--- config.mk ---
export PLATFORM = sky130hd
export DESIGN_NAME = fpu_issue_scheduler_flat
export DESIGN_NICKNAME = d
export VERILOG_FILES = /design/src/rtl/fpu_issue_scheduler_pkg.sv /design/src/rtl/fpu_issue_scheduler_if.sv /design/src/rtl/fpu_issue_scheduler_wb_shift.sv /design/src/rtl/fpu_issue_scheduler.sv /design/src/flat_wrapper.sv
export SDC_FILE = /design/constraint.sdc
export NUM_CORES = 1
export LEC_CHECK = 0
export ABC_AREA = 1
export BUFFER_PORTS_ARGS = -buffer_cell sky130_fd_sc_hd__buf_2
export CORE_ASPECT_RATIO = 0.75
export CORE_MARGIN = 1
export CORE_UTILIZATION = 30
export CTS_CLUSTER_SIZE = 10
export DETAILED_ROUTE_END_ITERATION = 16
export GPL_ROUTABILITY_DRIVEN = 0
export PLACE_DENSITY_LB_ADDON = 0.08
export SLEW_MARGIN = 10
export SYNTH_ARGS = -nofsm -noshare
export SYNTH_HDL_FRONTEND = slang
export SYNTH_SLANG_ARGS = --single-unit
--- constraint.sdc ---
create_clock -name clk -period 2.85 [get_ports clk]
set_input_delay 0.7125 -clock clk [delete_from_list [all_inputs] [get_ports clk]]
set_output_delay 0.7125 -clock clk [all_outputs]
set_load 0.05 [all_outputs]
--- src/rtl/fpu_issue_scheduler_pkg.sv ---
// Shared constants and slot type for the FPU issue scheduler.
package fpu_sched_pkg;
  localparam int NREG    = 32;
  localparam int MAX_LAT = 8;
  localparam int LAT_W   = 4;
  localparam int RD_W    = 5;

  typedef struct packed {
    logic            valid;
    logic [RD_W-1:0] rd;
    logic            freg;
  } fpu_slot_t;

  // Zero-latency requests still need one cycle; oversize requests saturate.
  function automatic logic [LAT_W-1:0] clamp_lat(input logic [LAT_W-1:0] lat);
    if (lat == '0) return LAT_W'(1);
    if (lat > LAT_W'(MAX_LAT)) return LAT_W'(MAX_LAT);
    return lat;
  endfunction
endpackage

--- src/rtl/fpu_issue_scheduler_if.sv ---
// Decode <-> FPU scheduler signal bundle. fwd_sel exists only with FPU_FWD_EN.
interface fpu_issue_scheduler_if;
  import fpu_sched_pkg::*;

  logic             dec_valid;
  logic             dec_fpu_dispatch;
  logic             dec_fpu_reg_write;
  logic [RD_W-1:0]  dec_rd;
  logic [RD_W-1:0]  dec_rs1;
  logic [RD_W-1:0]  dec_rs2;
  logic [RD_W-1:0]  dec_rs3;
  logic [2:0]       dec_rs_use;
  logic [LAT_W-1:0] dec_lat;
  logic             flush;
  logic             stall_dec;
  logic             issue;
  logic             wb_valid;
  logic [RD_W-1:0]  wb_rd;
  logic             wb_freg;
  logic [NREG-1:0]  busy;
  logic             fpu_idle;
`ifdef FPU_FWD_EN
  logic [2:0]       fwd_sel;
`endif

  modport master (
    output dec_valid, dec_fpu_dispatch, dec_fpu_reg_write, dec_rd,
           dec_rs1, dec_rs2, dec_rs3, dec_rs_use, dec_lat, flush,
`ifdef FPU_FWD_EN
    input  fwd_sel,
`endif
    input  stall_dec, issue, wb_valid, wb_rd, wb_freg, busy, fpu_idle
  );

  modport slave (
    input  dec_valid, dec_fpu_dispatch, dec_fpu_reg_write, dec_rd,
           dec_rs1, dec_rs2, dec_rs3, dec_rs_use, dec_lat, flush,
`ifdef FPU_FWD_EN
    output fwd_sel,
`endif
    output stall_dec, issue, wb_valid, wb_rd, wb_freg, busy, fpu_idle
  );
endinterface

--- src/rtl/fpu_issue_scheduler_wb_shift.sv ---
// Writeback slot shift register: slot[k] moves to slot[k-1] each edge, slot[1] is the wb stage.
module fpu_wb_shift
  import fpu_sched_pkg::*;
(
  input  logic                    clk,
  input  logic                    rst,
  input  logic                    ld_en,
  input  logic [LAT_W-1:0]        ld_idx,
  input  fpu_slot_t               ld_slot,
  output fpu_slot_t [MAX_LAT:1]   slot_q
);
  fpu_slot_t [MAX_LAT:1] slot_d;

  always_comb begin
    slot_d = '0;
    for (int k = 1; k < MAX_LAT; k++) slot_d[k] = slot_q[k+1];
    // Load overrides the shifted-in entry; the scheduler guarantees that entry is empty.
    if (ld_en)
      for (int k = 1; k <= MAX_LAT; k++)
        if (ld_idx == LAT_W'(k)) slot_d[k] = ld_slot;
  end

  always_ff @(posedge clk or posedge rst) begin
    if (rst) slot_q <= '0;
    else     slot_q <= slot_d;
  end
endmodule

--- src/rtl/fpu_issue_scheduler.sv ---
// Decode-stage FPU scheduler: pending-write scoreboard, RAW/WAW/wb-port stalls, issue.
// Optional FPU_FWD_EN lets a dependent issue during its producer's writeback cycle.
module fpu_issue_scheduler
  import fpu_sched_pkg::*;
(
  input  logic                 clk,
  input  logic                 rst,
  fpu_issue_scheduler_if.slave bus
);
  fpu_slot_t [MAX_LAT:1]   slot_q;
  fpu_slot_t               ld_slot;
  logic [NREG-1:0]         busy_q, busy_d;
  logic [LAT_W-1:0]        eff_lat;
  logic [2:0][RD_W-1:0]    rs;
  logic                    live, raw, waw, wb_clash, stall, iss, any_valid;
`ifdef FPU_FWD_EN
  logic [2:0]              fwd;
`endif

  assign eff_lat = clamp_lat(bus.dec_lat);
  assign rs      = {bus.dec_rs3, bus.dec_rs2, bus.dec_rs1};
  assign live    = bus.dec_valid & ~bus.flush;
  assign ld_slot = {1'b1, bus.dec_rd, bus.dec_fpu_reg_write};

  always_comb begin
    raw      = 1'b0;
    wb_clash = 1'b0;
`ifdef FPU_FWD_EN
    fwd = '0;
`endif
    for (int i = 0; i < 3; i++) begin
`ifdef FPU_FWD_EN
      // The value on the wb bus this cycle can be bypassed, so it is no longer a hazard.
      fwd[i] = bus.dec_rs_use[i] & slot_q[1].valid & slot_q[1].freg & (rs[i] == slot_q[1].rd);
      if (bus.dec_rs_use[i] & busy_q[rs[i]] & ~fwd[i]) raw = 1'b1;
`else
      if (bus.dec_rs_use[i] & busy_q[rs[i]]) raw = 1'b1;
`endif
    end
    // slot[eff_lat+1] lands in slot[eff_lat] on this edge: a second result for the same wb cycle.
    for (int k = 1; k < MAX_LAT; k++)
      if (eff_lat == LAT_W'(k) && slot_q[k+1].valid) wb_clash = 1'b1;
  end

  assign waw   = bus.dec_fpu_dispatch & bus.dec_fpu_reg_write & busy_q[bus.dec_rd];
  assign stall = live & (raw | waw | (bus.dec_fpu_dispatch & wb_clash));
  assign iss   = live & bus.dec_fpu_dispatch & ~stall;

  always_comb begin
    busy_d = busy_q;
    if (slot_q[1].valid & slot_q[1].freg) busy_d[slot_q[1].rd] = 1'b0;
    // Set after clear so a same-register collision keeps the new writer pending.
    if (iss & bus.dec_fpu_reg_write) busy_d[bus.dec_rd] = 1'b1;
  end

  always_ff @(posedge clk or posedge rst) begin
    if (rst) busy_q <= '0;
    else     busy_q <= busy_d;
  end

  fpu_wb_shift u_wb_shift (
    .clk     (clk),
    .rst     (rst),
    .ld_en   (iss),
    .ld_idx  (eff_lat),
    .ld_slot (ld_slot),
    .slot_q  (slot_q)
  );

  always_comb begin
    any_valid = 1'b0;
    for (int k = 1; k <= MAX_LAT; k++) any_valid = any_valid | slot_q[k].valid;
  end

  assign bus.stall_dec = stall;
  assign bus.issue     = iss;
  assign bus.wb_valid  = slot_q[1].valid;
  assign bus.wb_rd     = slot_q[1].rd;
  assign bus.wb_freg   = slot_q[1].freg;
  assign bus.busy      = busy_q;
  assign bus.fpu_idle  = ~any_valid;
`ifdef FPU_FWD_EN
  assign bus.fwd_sel   = iss ? fwd : 3'b000;
`endif
endmodule
--- src/flat_wrapper.sv ---
// flat-port wrapper written by rule: the top's interface ports become plain ports
module fpu_issue_scheduler_flat import fpu_sched_pkg::*;
  (clk, rst, bus_dec_valid, bus_dec_fpu_dispatch, bus_dec_fpu_reg_write, bus_dec_rd, bus_dec_rs1, bus_dec_rs2, bus_dec_rs3, bus_dec_rs_use, bus_dec_lat, bus_flush, bus_stall_dec, bus_issue, bus_wb_valid, bus_wb_rd, bus_wb_freg, bus_busy, bus_fpu_idle);
  fpu_issue_scheduler_if bus_i ();
  input  logic clk;
  input  logic rst;
  input wire logic [$bits(bus_i.dec_valid)-1:0] bus_dec_valid;
  input wire logic [$bits(bus_i.dec_fpu_dispatch)-1:0] bus_dec_fpu_dispatch;
  input wire logic [$bits(bus_i.dec_fpu_reg_write)-1:0] bus_dec_fpu_reg_write;
  input wire logic [$bits(bus_i.dec_rd)-1:0] bus_dec_rd;
  input wire logic [$bits(bus_i.dec_rs1)-1:0] bus_dec_rs1;
  input wire logic [$bits(bus_i.dec_rs2)-1:0] bus_dec_rs2;
  input wire logic [$bits(bus_i.dec_rs3)-1:0] bus_dec_rs3;
  input wire logic [$bits(bus_i.dec_rs_use)-1:0] bus_dec_rs_use;
  input wire logic [$bits(bus_i.dec_lat)-1:0] bus_dec_lat;
  input wire logic [$bits(bus_i.flush)-1:0] bus_flush;
  output wire logic [$bits(bus_i.stall_dec)-1:0] bus_stall_dec;
  output wire logic [$bits(bus_i.issue)-1:0] bus_issue;
  output wire logic [$bits(bus_i.wb_valid)-1:0] bus_wb_valid;
  output wire logic [$bits(bus_i.wb_rd)-1:0] bus_wb_rd;
  output wire logic [$bits(bus_i.wb_freg)-1:0] bus_wb_freg;
  output wire logic [$bits(bus_i.busy)-1:0] bus_busy;
  output wire logic [$bits(bus_i.fpu_idle)-1:0] bus_fpu_idle;
  assign bus_i.dec_valid = bus_dec_valid;
  assign bus_i.dec_fpu_dispatch = bus_dec_fpu_dispatch;
  assign bus_i.dec_fpu_reg_write = bus_dec_fpu_reg_write;
  assign bus_i.dec_rd = bus_dec_rd;
  assign bus_i.dec_rs1 = bus_dec_rs1;
  assign bus_i.dec_rs2 = bus_dec_rs2;
  assign bus_i.dec_rs3 = bus_dec_rs3;
  assign bus_i.dec_rs_use = bus_dec_rs_use;
  assign bus_i.dec_lat = bus_dec_lat;
  assign bus_i.flush = bus_flush;
  assign bus_stall_dec = bus_i.stall_dec;
  assign bus_issue = bus_i.issue;
  assign bus_wb_valid = bus_i.wb_valid;
  assign bus_wb_rd = bus_i.wb_rd;
  assign bus_wb_freg = bus_i.wb_freg;
  assign bus_busy = bus_i.busy;
  assign bus_fpu_idle = bus_i.fpu_idle;
  fpu_issue_scheduler u_core (.clk(clk), .rst(rst), .bus(bus_i));
endmodule
# Yosys cells after proc, flatten, opt, wreduce, memory -nomap -nowiden
# Cells that the tools add are included.
dict set report word_totals {
  reg_bits 88
  elab_cells 118
}
dict set report op_classes {
  n_lt_le_gt_ge 8
  eq_ne 8
  muxes 40
  n_bitwise 27
  n_reduce_logical 10
}
# op count
set ops {}
lappend ops {{$mux 32} 2}
lappend ops {{$mux 56} 1}
lappend ops {{$mux 7} 8}
lappend ops {{$and 32x32->32} 1}
lappend ops {{$not 32->32} 1}
lappend ops {{$or 32x32->32} 1}
lappend ops {{$lt 5x6->1 const B} 5}
lappend ops {{$bmux 1 s5} 4}
lappend ops {{$mux 1} 19}
lappend ops {{$eq 4x3->1 const B} 4}
lappend ops {{$mux 4} 4}
lappend ops {{$and 1x1->1} 12}
lappend ops {{$demux 1 s5} 2}
lappend ops {{$ge 5x1->1 const B} 2}
lappend ops {{$logic_and 1x1->1} 9}
lappend ops {{$or 1x1->1} 9}
lappend ops {{$eq 4x2->1 const B} 2}
lappend ops {{$eq 4x1->1 const B} 1}
lappend ops {{$eq 4x4->1 const B} 1}
lappend ops {{$gt 4x4->1 const B} 1}
lappend ops {{$logic_not 4->1} 1}
lappend ops {{$not 1->1} 3}

# Longest topological paths before layout
dict set report logic_depth {
  ltp_word 21
  mapped_depth 20
  ltp_nobuf 17
}

# By module
# From an unflattened synthesis, not the netlist that was laid out.
dict set report unflattened {
  cells_unflattened 812
  hier_area_um2 5449.0
}
# mod n_inst cells_each area_per_inst_um2 seq_area_each_um2
set by_module_without_submodules {}
lappend by_module_without_submodules {fpu_issue_scheduler 1 557 3113.0 800.8}
lappend by_module_without_submodules {fpu_wb_shift 1 255 2336.0 1401.3}

# Worst setup path after synthesis
# Ideal clock, no wire load.
dict set report synth_path {
  path_kind {input to output}
  startpoint {input port bus_dec_rs2[0]}
  endpoint {output port bus_stall_dec}
  t_arrival_ns 2.949
  required_ns 2.138
  slack_ns -0.812
  cell_stages 14
  n_path_buf 3
  cell_sequence {buf_4 > inv_2 > buf_2 > nand2_1 > nand3_1 > nand3_1 > nand2_1 > nand2_1 > nand3_1 > nand3_1 > nand2_2 > nor2_4 > buf_2 > nor3_1}
}
dict set report synth_between {
  elab_chain_cells 8
}
# element line_no
set synth_rtl {}
lappend synth_rtl {{from (decl)} flat_wrapper.sv:12} ;# input wire logic [$bits(bus_i.dec_rs2)-1:0] bus_dec_rs2;
lappend synth_rtl {{$bmux 1 s5} fpu_issue_scheduler.sv:37} ;# if (bus.dec_rs_use[i] & busy_q[rs[i]]) raw = 1'b1;
lappend synth_rtl {{$mux 1 (implied by the code)} fpu_issue_scheduler.sv:37}
lappend synth_rtl {{$and 1x1->1} fpu_issue_scheduler.sv:37}
lappend synth_rtl {{$mux 1 (2 in series)} fpu_issue_scheduler.sv:37}
lappend synth_rtl {{$or 1x1->1 (2 in series)} fpu_issue_scheduler.sv:46} ;# assign stall = live & (raw | waw | (bus.dec_fpu_dispatch & wb_clash));
lappend synth_rtl {{$and 1x1->1} fpu_issue_scheduler.sv:46}
lappend synth_rtl {{to (decl)} flat_wrapper.sv:17} ;# output wire logic [$bits(bus_i.stall_dec)-1:0] bus_stall_dec;
# No other way between the ends. The select of a mux whose other input is x is not followed.

# Worst setup path after layout
dict set report layout_path {
  startpoint {input port bus_dec_rd[0]}
  endpoint {output port bus_issue}
}
dict set report layout_between {
  elab_chain_cells 8
}
# element line_no
set layout_rtl {}
lappend layout_rtl {{from (decl)} flat_wrapper.sv:10} ;# input wire logic [$bits(bus_i.dec_rd)-1:0] bus_dec_rd;
lappend layout_rtl {{$bmux 1 s5} fpu_issue_scheduler.sv:45} ;# assign waw = bus.dec_fpu_dispatch & bus.dec_fpu_reg_write & busy_q[bus.dec_rd];
lappend layout_rtl {{$mux 1 (implied by the code)} fpu_issue_scheduler.sv:45}
lappend layout_rtl {{$and 1x1->1} fpu_issue_scheduler.sv:45}
lappend layout_rtl {{$or 1x1->1 (2 in series)} fpu_issue_scheduler.sv:46}
lappend layout_rtl {{$and 1x1->1} fpu_issue_scheduler.sv:46}
lappend layout_rtl {{$not 1->1} fpu_issue_scheduler.sv:47} ;# assign iss = live & bus.dec_fpu_dispatch & ~stall;
lappend layout_rtl {{$and 1x1->1} fpu_issue_scheduler.sv:47}
lappend layout_rtl {{to (decl)} flat_wrapper.sv:18} ;# output wire logic [$bits(bus_i.issue)-1:0] bus_issue;
# No other way between the ends. The select of a mux whose other input is x is not followed.

==> results summary <==
The flow ran to the end, but the final reports show violations. The final reports fail on setup timing. The via count normalized by instance count came out at 4.866.

The number of slew-limit violations in the final report is 0. The number of clock sinks is 88. The maximum root-to-sink buffer count is 2. The share of total power dissipated in combinational logic is 0.177. In this run, post-CTS hold repair placed 0 buffers. The power density over cell area is 426.5 nW/um2.

The standard-cell row count came out at 43. Of all nets on the critical path, the largest fanout is 7. Of the total synthesized cell area, the portion taken by full adders, half adders and majority gates is 0. The repair_antennas step left the layout with diodes totalling 0. The fraction of power spent switching nets is 0.3172. The setup clock skew after layout came out at 0.01354 ns. The area growth from synthesis to layout came out at 25.10%. The share of Yosys cell area claimed by the top area cell type is 0.3882. The register bit count reported by yosys came out at a little under 90. The total area inside the core boundary comes to 18510 um2.

STA classifies the critical path startpoint as an input pin. The share of synthesized area occupied by flip-flops and latches came out at 0.3882. Summing all flip-flop and latch instances after layout gives 2203 um2.

Synthesis produced between 800 and 900 cells. The count of port buffers added during placement came out at 74. The endpoint of the most critical register-to-register path is u_core.u_wb_shift.slot_q[13]. The via count of the first global-routing pass is about 5200. The clock edge transition at the registers on the reported setup and hold paths is ~0.07 ns. Hold timing on the final database bottoms out at a slack of 0.4623 ns.

The count of TritonRoute iterations in the first routing pass is 5. Of the available clock period, the critical path in the final layout requires 1.009. The final wirelength is 20.05 mm. The number of antenna violations at the first check in global routing came out at 0.

The remaining antenna violation count came out at 0. The first global-routing pass estimated between 30 and 40 mm of wire. The initial utilization of the core area, before any placement, comes to 0.3065.

By startpoint and endpoint, the worst setup path is classified as in2out. The number of nets in the synthesized netlist came out at 917. For this run, the total global-route usage over all layers was measured as 0.2129. The slew at the pin with the worst max-slew slack came out at 0.4888 ns.

The static leakage is 0.003525 uW. Summing every instance area after synthesis gives 5673 um2. The final period demand of the worst path is 2.876 ns. The end-of-flow core utilization came out at 0.3835.

The area fraction in compound gates after synthesis came to 0.07940. Of the post-synthesis cell area, the part taken by muxes is 0. The number of design rule violations left after detail routing is 0. Counting cells, the worst reg-to-reg path comes to 17. Max-cap violations in this run came to 0.

The net switching power of the design is 960.3 uW. Of the cells placed in the final design, the portion with a size suffix greater than 1 is 0.1982. The half-perimeter wire length of the detailed placement result came out at 14.29 mm.

Setup repair after global routing could not meet its margin everywhere. The maximum vdd drop is 244.5 uV. In this run, the number of DRC markers left after iteration 0 of detailed routing was 621. The class of the most critical hold timing path is in2async.

The area of the multi-input gates came out at 3122 um2. The clock network power share is 0.401. Of the total synthesized cell area, the portion taken by XOR and XNOR cells is 0. The net count of the finished layout is 1012. TritonCTS built the clock tree. The clock buffer count from CTS is 9.

Entering global routing, the biggest net connects 66 pins. Sorting the synthesized cells by area gives the leading types as sky130_fd_sc_hd__dfrtp_1, sky130_fd_sc_hd__nand2_1, sky130_fd_sc_hd__nand3_1. The most critical setup path has its startpoint at bus_dec_rd[0].

The sum of overflow across all layers after global routing is 0. The power share of the sequential group came out at 0.422. At the worst endpoint, the arrival time is around 2.2 ns. The startpoint identified for the worst register-to-register timing path is u_core.bus.busy[6]. The internal reg-to-reg setup slack is approximately 0.31 ns. The required time of the worst setup path came out at about 2.1 ns. The number of filler cells placed in the layout is 2012.

The tree is rooted in a sky130_fd_sc_hd__clkbuf_16. The main combinational cell family by area after synthesis is simple AND/OR/NAND/NOR gates. The detailed-route via count came out at 5990. The area of the die came out at ~19000 um2. The kind of capture point of the worst setup path is an output port. The internal power of the cells totals 2067 uW.

The number of distinct standard cells referenced by the synthesized netlist came out at 24. The detail-routed net length per standard cell is 16.29 um. The final count of hold timing violations is 0. Setup violations remaining at the end of the flow were counted as 2. The overall die height is roughly 120 um. In this run the number of H-tree levels came out at 3. The final critical-path setup slack is -0.02598 ns. Timing would allow up to 347.7 MHz.

Of the total synthesized cell area, the portion taken by AND, OR, NAND and NOR gates is 0.4449. In this run the mean area of a mapped cell was 6.417 um2. The floorplan die width is 160.8 um. The total I/O pin count is 75. The total of warnings raised by yosys came out at 0. Of all cell types, the one taking the most synthesized area is sky130_fd_sc_hd__dfrtp_1. The clock latency at the later pin of the worst-skew pair is 0.36 ns. The normalized max-slew margin is 0.6732.
[cell type report]
cell class	count	share of cell area
Clock buffer	9	0.03173
Clock inverter	7	0.009697
Inverter	49	0.02839
Multi-Input combinational cell	694	0.4399
Sequential cell	88	0.3105
Tap cell	247	0.04355
Timing Repair Buffer	137	0.1363
[metrics by stage]
step | cells | area [um2] | worst slack [ns] | total power (uW) | TNS (ns)
2_1_floorplan | 884 | 5728 | -0.1368 | 1624 | -0.1368
3_3_place_gp | 1208 | 6556 | -0.2918 | 1800 | -11.86
3_5_place_dp | 1208 | 6556 | -0.2288 | 1795 | -7.248
4_1_cts | 1231 | 7067 | -0.01192 | 3041 | -0.01664
5_1_grt | 1231 | 7097 | -0.1934 | 3165 | -0.3685
6_report | 1231 | 7097 | -0.02598 | 3027 | -0.03956
[timing repair]
item                                    4_1_cts  5_1_grt
pin swaps                                    16        1
buffers inserted                              6        0
gates cloned                                  1        0
endpoints found under the setup margin        2        2
hold endpoints to repair                      0        0
gates resized for setup                      41        8
[logic make-up (layout without fill, tap and decap cells)]
family	after synthesis	count (layout)
flip-flops	88	88
buffers and inverters	102	202
AO/OA/AOI/OAI	89	89
AND/OR/NAND/NOR	605	605
[metal layers]
layer / track usage / part of all wire / up-vias
met5: 0 / 0 / -
met2: 0.2776 / 0.39 / 227
met4: 0.04835 / 0.011 / 0
met1: 0.3472 / 0.52 / 2709
met3: 0.03999 / 0.080 / 18
li1: - / - / 3036
[state kept, by name, indices dropped and copies added, names as in the netlist]
register	count
u_core.u_wb_shift.slot_q	56
u_core.bus.busy	32
[layout by cell type, fill, tap and decap left out, types with 7 or more instances in the layout]
master	Yosys	routed
sky130_fd_sc_hd__nand4_1	33	33
sky130_fd_sc_hd__nor2_1	38	36
sky130_fd_sc_hd__nand3_1	93	90
sky130_fd_sc_hd__clkbuf_16	0	9
sky130_fd_sc_hd__inv_1	42	37
sky130_fd_sc_hd__dfrtp_1	88	87
sky130_fd_sc_hd__nand2_2	2	7
sky130_fd_sc_hd__nor3_2	0	7
sky130_fd_sc_hd__nand2_1	417	411
sky130_fd_sc_hd__buf_4	8	55
sky130_fd_sc_hd__buf_2	19	70
sky130_fd_sc_hd__o21ai_0	80	80
[power by group through the flow]
stage / Combinational, uW / Sequential, uW / Clock [uW]
after CTS: 525 / 1280 / 1240
after global placement: 498 / 1300 / 0
after global routing: 588 / 1280 / 1300
after detailed placement: 493 / 1300 / 0
after floorplan: 318 / 1310 / 0
final: 534 / 1280 / 1210
[how the worst max path moves through the flow]
stage / slack, ns / cells past startpoint / end
floorplan: -0.14 / 14 / bus_stall_dec
global placement: -0.29 / 14 / bus_issue
detailed placement: -0.23 / 14 / bus_stall_dec
CTS: -0.01 / 16 / bus_issue
global route: -0.19 / 16 / bus_issue
finish: -0.03 / 16 / bus_issue
[cell usage after synthesis]
cell / instances
sky130_fd_sc_hd__nor3_4: 1
sky130_fd_sc_hd__inv_1: 42
sky130_fd_sc_hd__inv_2: 5
sky130_fd_sc_hd__buf_2: 19
sky130_fd_sc_hd__nand3_1: 93
sky130_fd_sc_hd__nor2_1: 38
sky130_fd_sc_hd__o22ai_1: 2
sky130_fd_sc_hd__o21ai_1: 2
sky130_fd_sc_hd__buf_4: 8
sky130_fd_sc_hd__nand3b_1: 1
sky130_fd_sc_hd__nor4_1: 1
sky130_fd_sc_hd__nor2_4: 1
sky130_fd_sc_hd__nand2_2: 2
sky130_fd_sc_hd__buf_6: 8
sky130_fd_sc_hd__dfrtp_1: 88
sky130_fd_sc_hd__a21oi_1: 4
sky130_fd_sc_hd__clkinv_1: 2
sky130_fd_sc_hd__nor3_1: 18
sky130_fd_sc_hd__nand4_1: 33
sky130_fd_sc_hd__buf_1: 1
sky130_fd_sc_hd__clkbuf_1: 17
sky130_fd_sc_hd__o21ai_0: 80
sky130_fd_sc_hd__nand2_1: 417
sky130_fd_sc_hd__o21bai_1: 1
[worst max-delay path: stages]
cell	delay [ns]
sky130_fd_sc_hd__buf_12	0.12
sky130_fd_sc_hd__buf_8	0.13
sky130_fd_sc_hd__nand2_2	0.06
sky130_fd_sc_hd__nand2_1	0.05
sky130_fd_sc_hd__nand2_1	0.05
sky130_fd_sc_hd__nand2_1	0.06
sky130_fd_sc_hd__nand2_1	0.06
sky130_fd_sc_hd__nand2_1	0.05
sky130_fd_sc_hd__nor2_1	0.12
sky130_fd_sc_hd__nand2_1	0.12
sky130_fd_sc_hd__nand2_1	0.09
sky130_fd_sc_hd__nand2_1	0.04
sky130_fd_sc_hd__nand2_1	0.06
sky130_fd_sc_hd__nand2_2	0.09
sky130_fd_sc_hd__nor3_4	0.16
sky130_fd_sc_hd__buf_6	0.19
(Power assumes the default switching activity.)
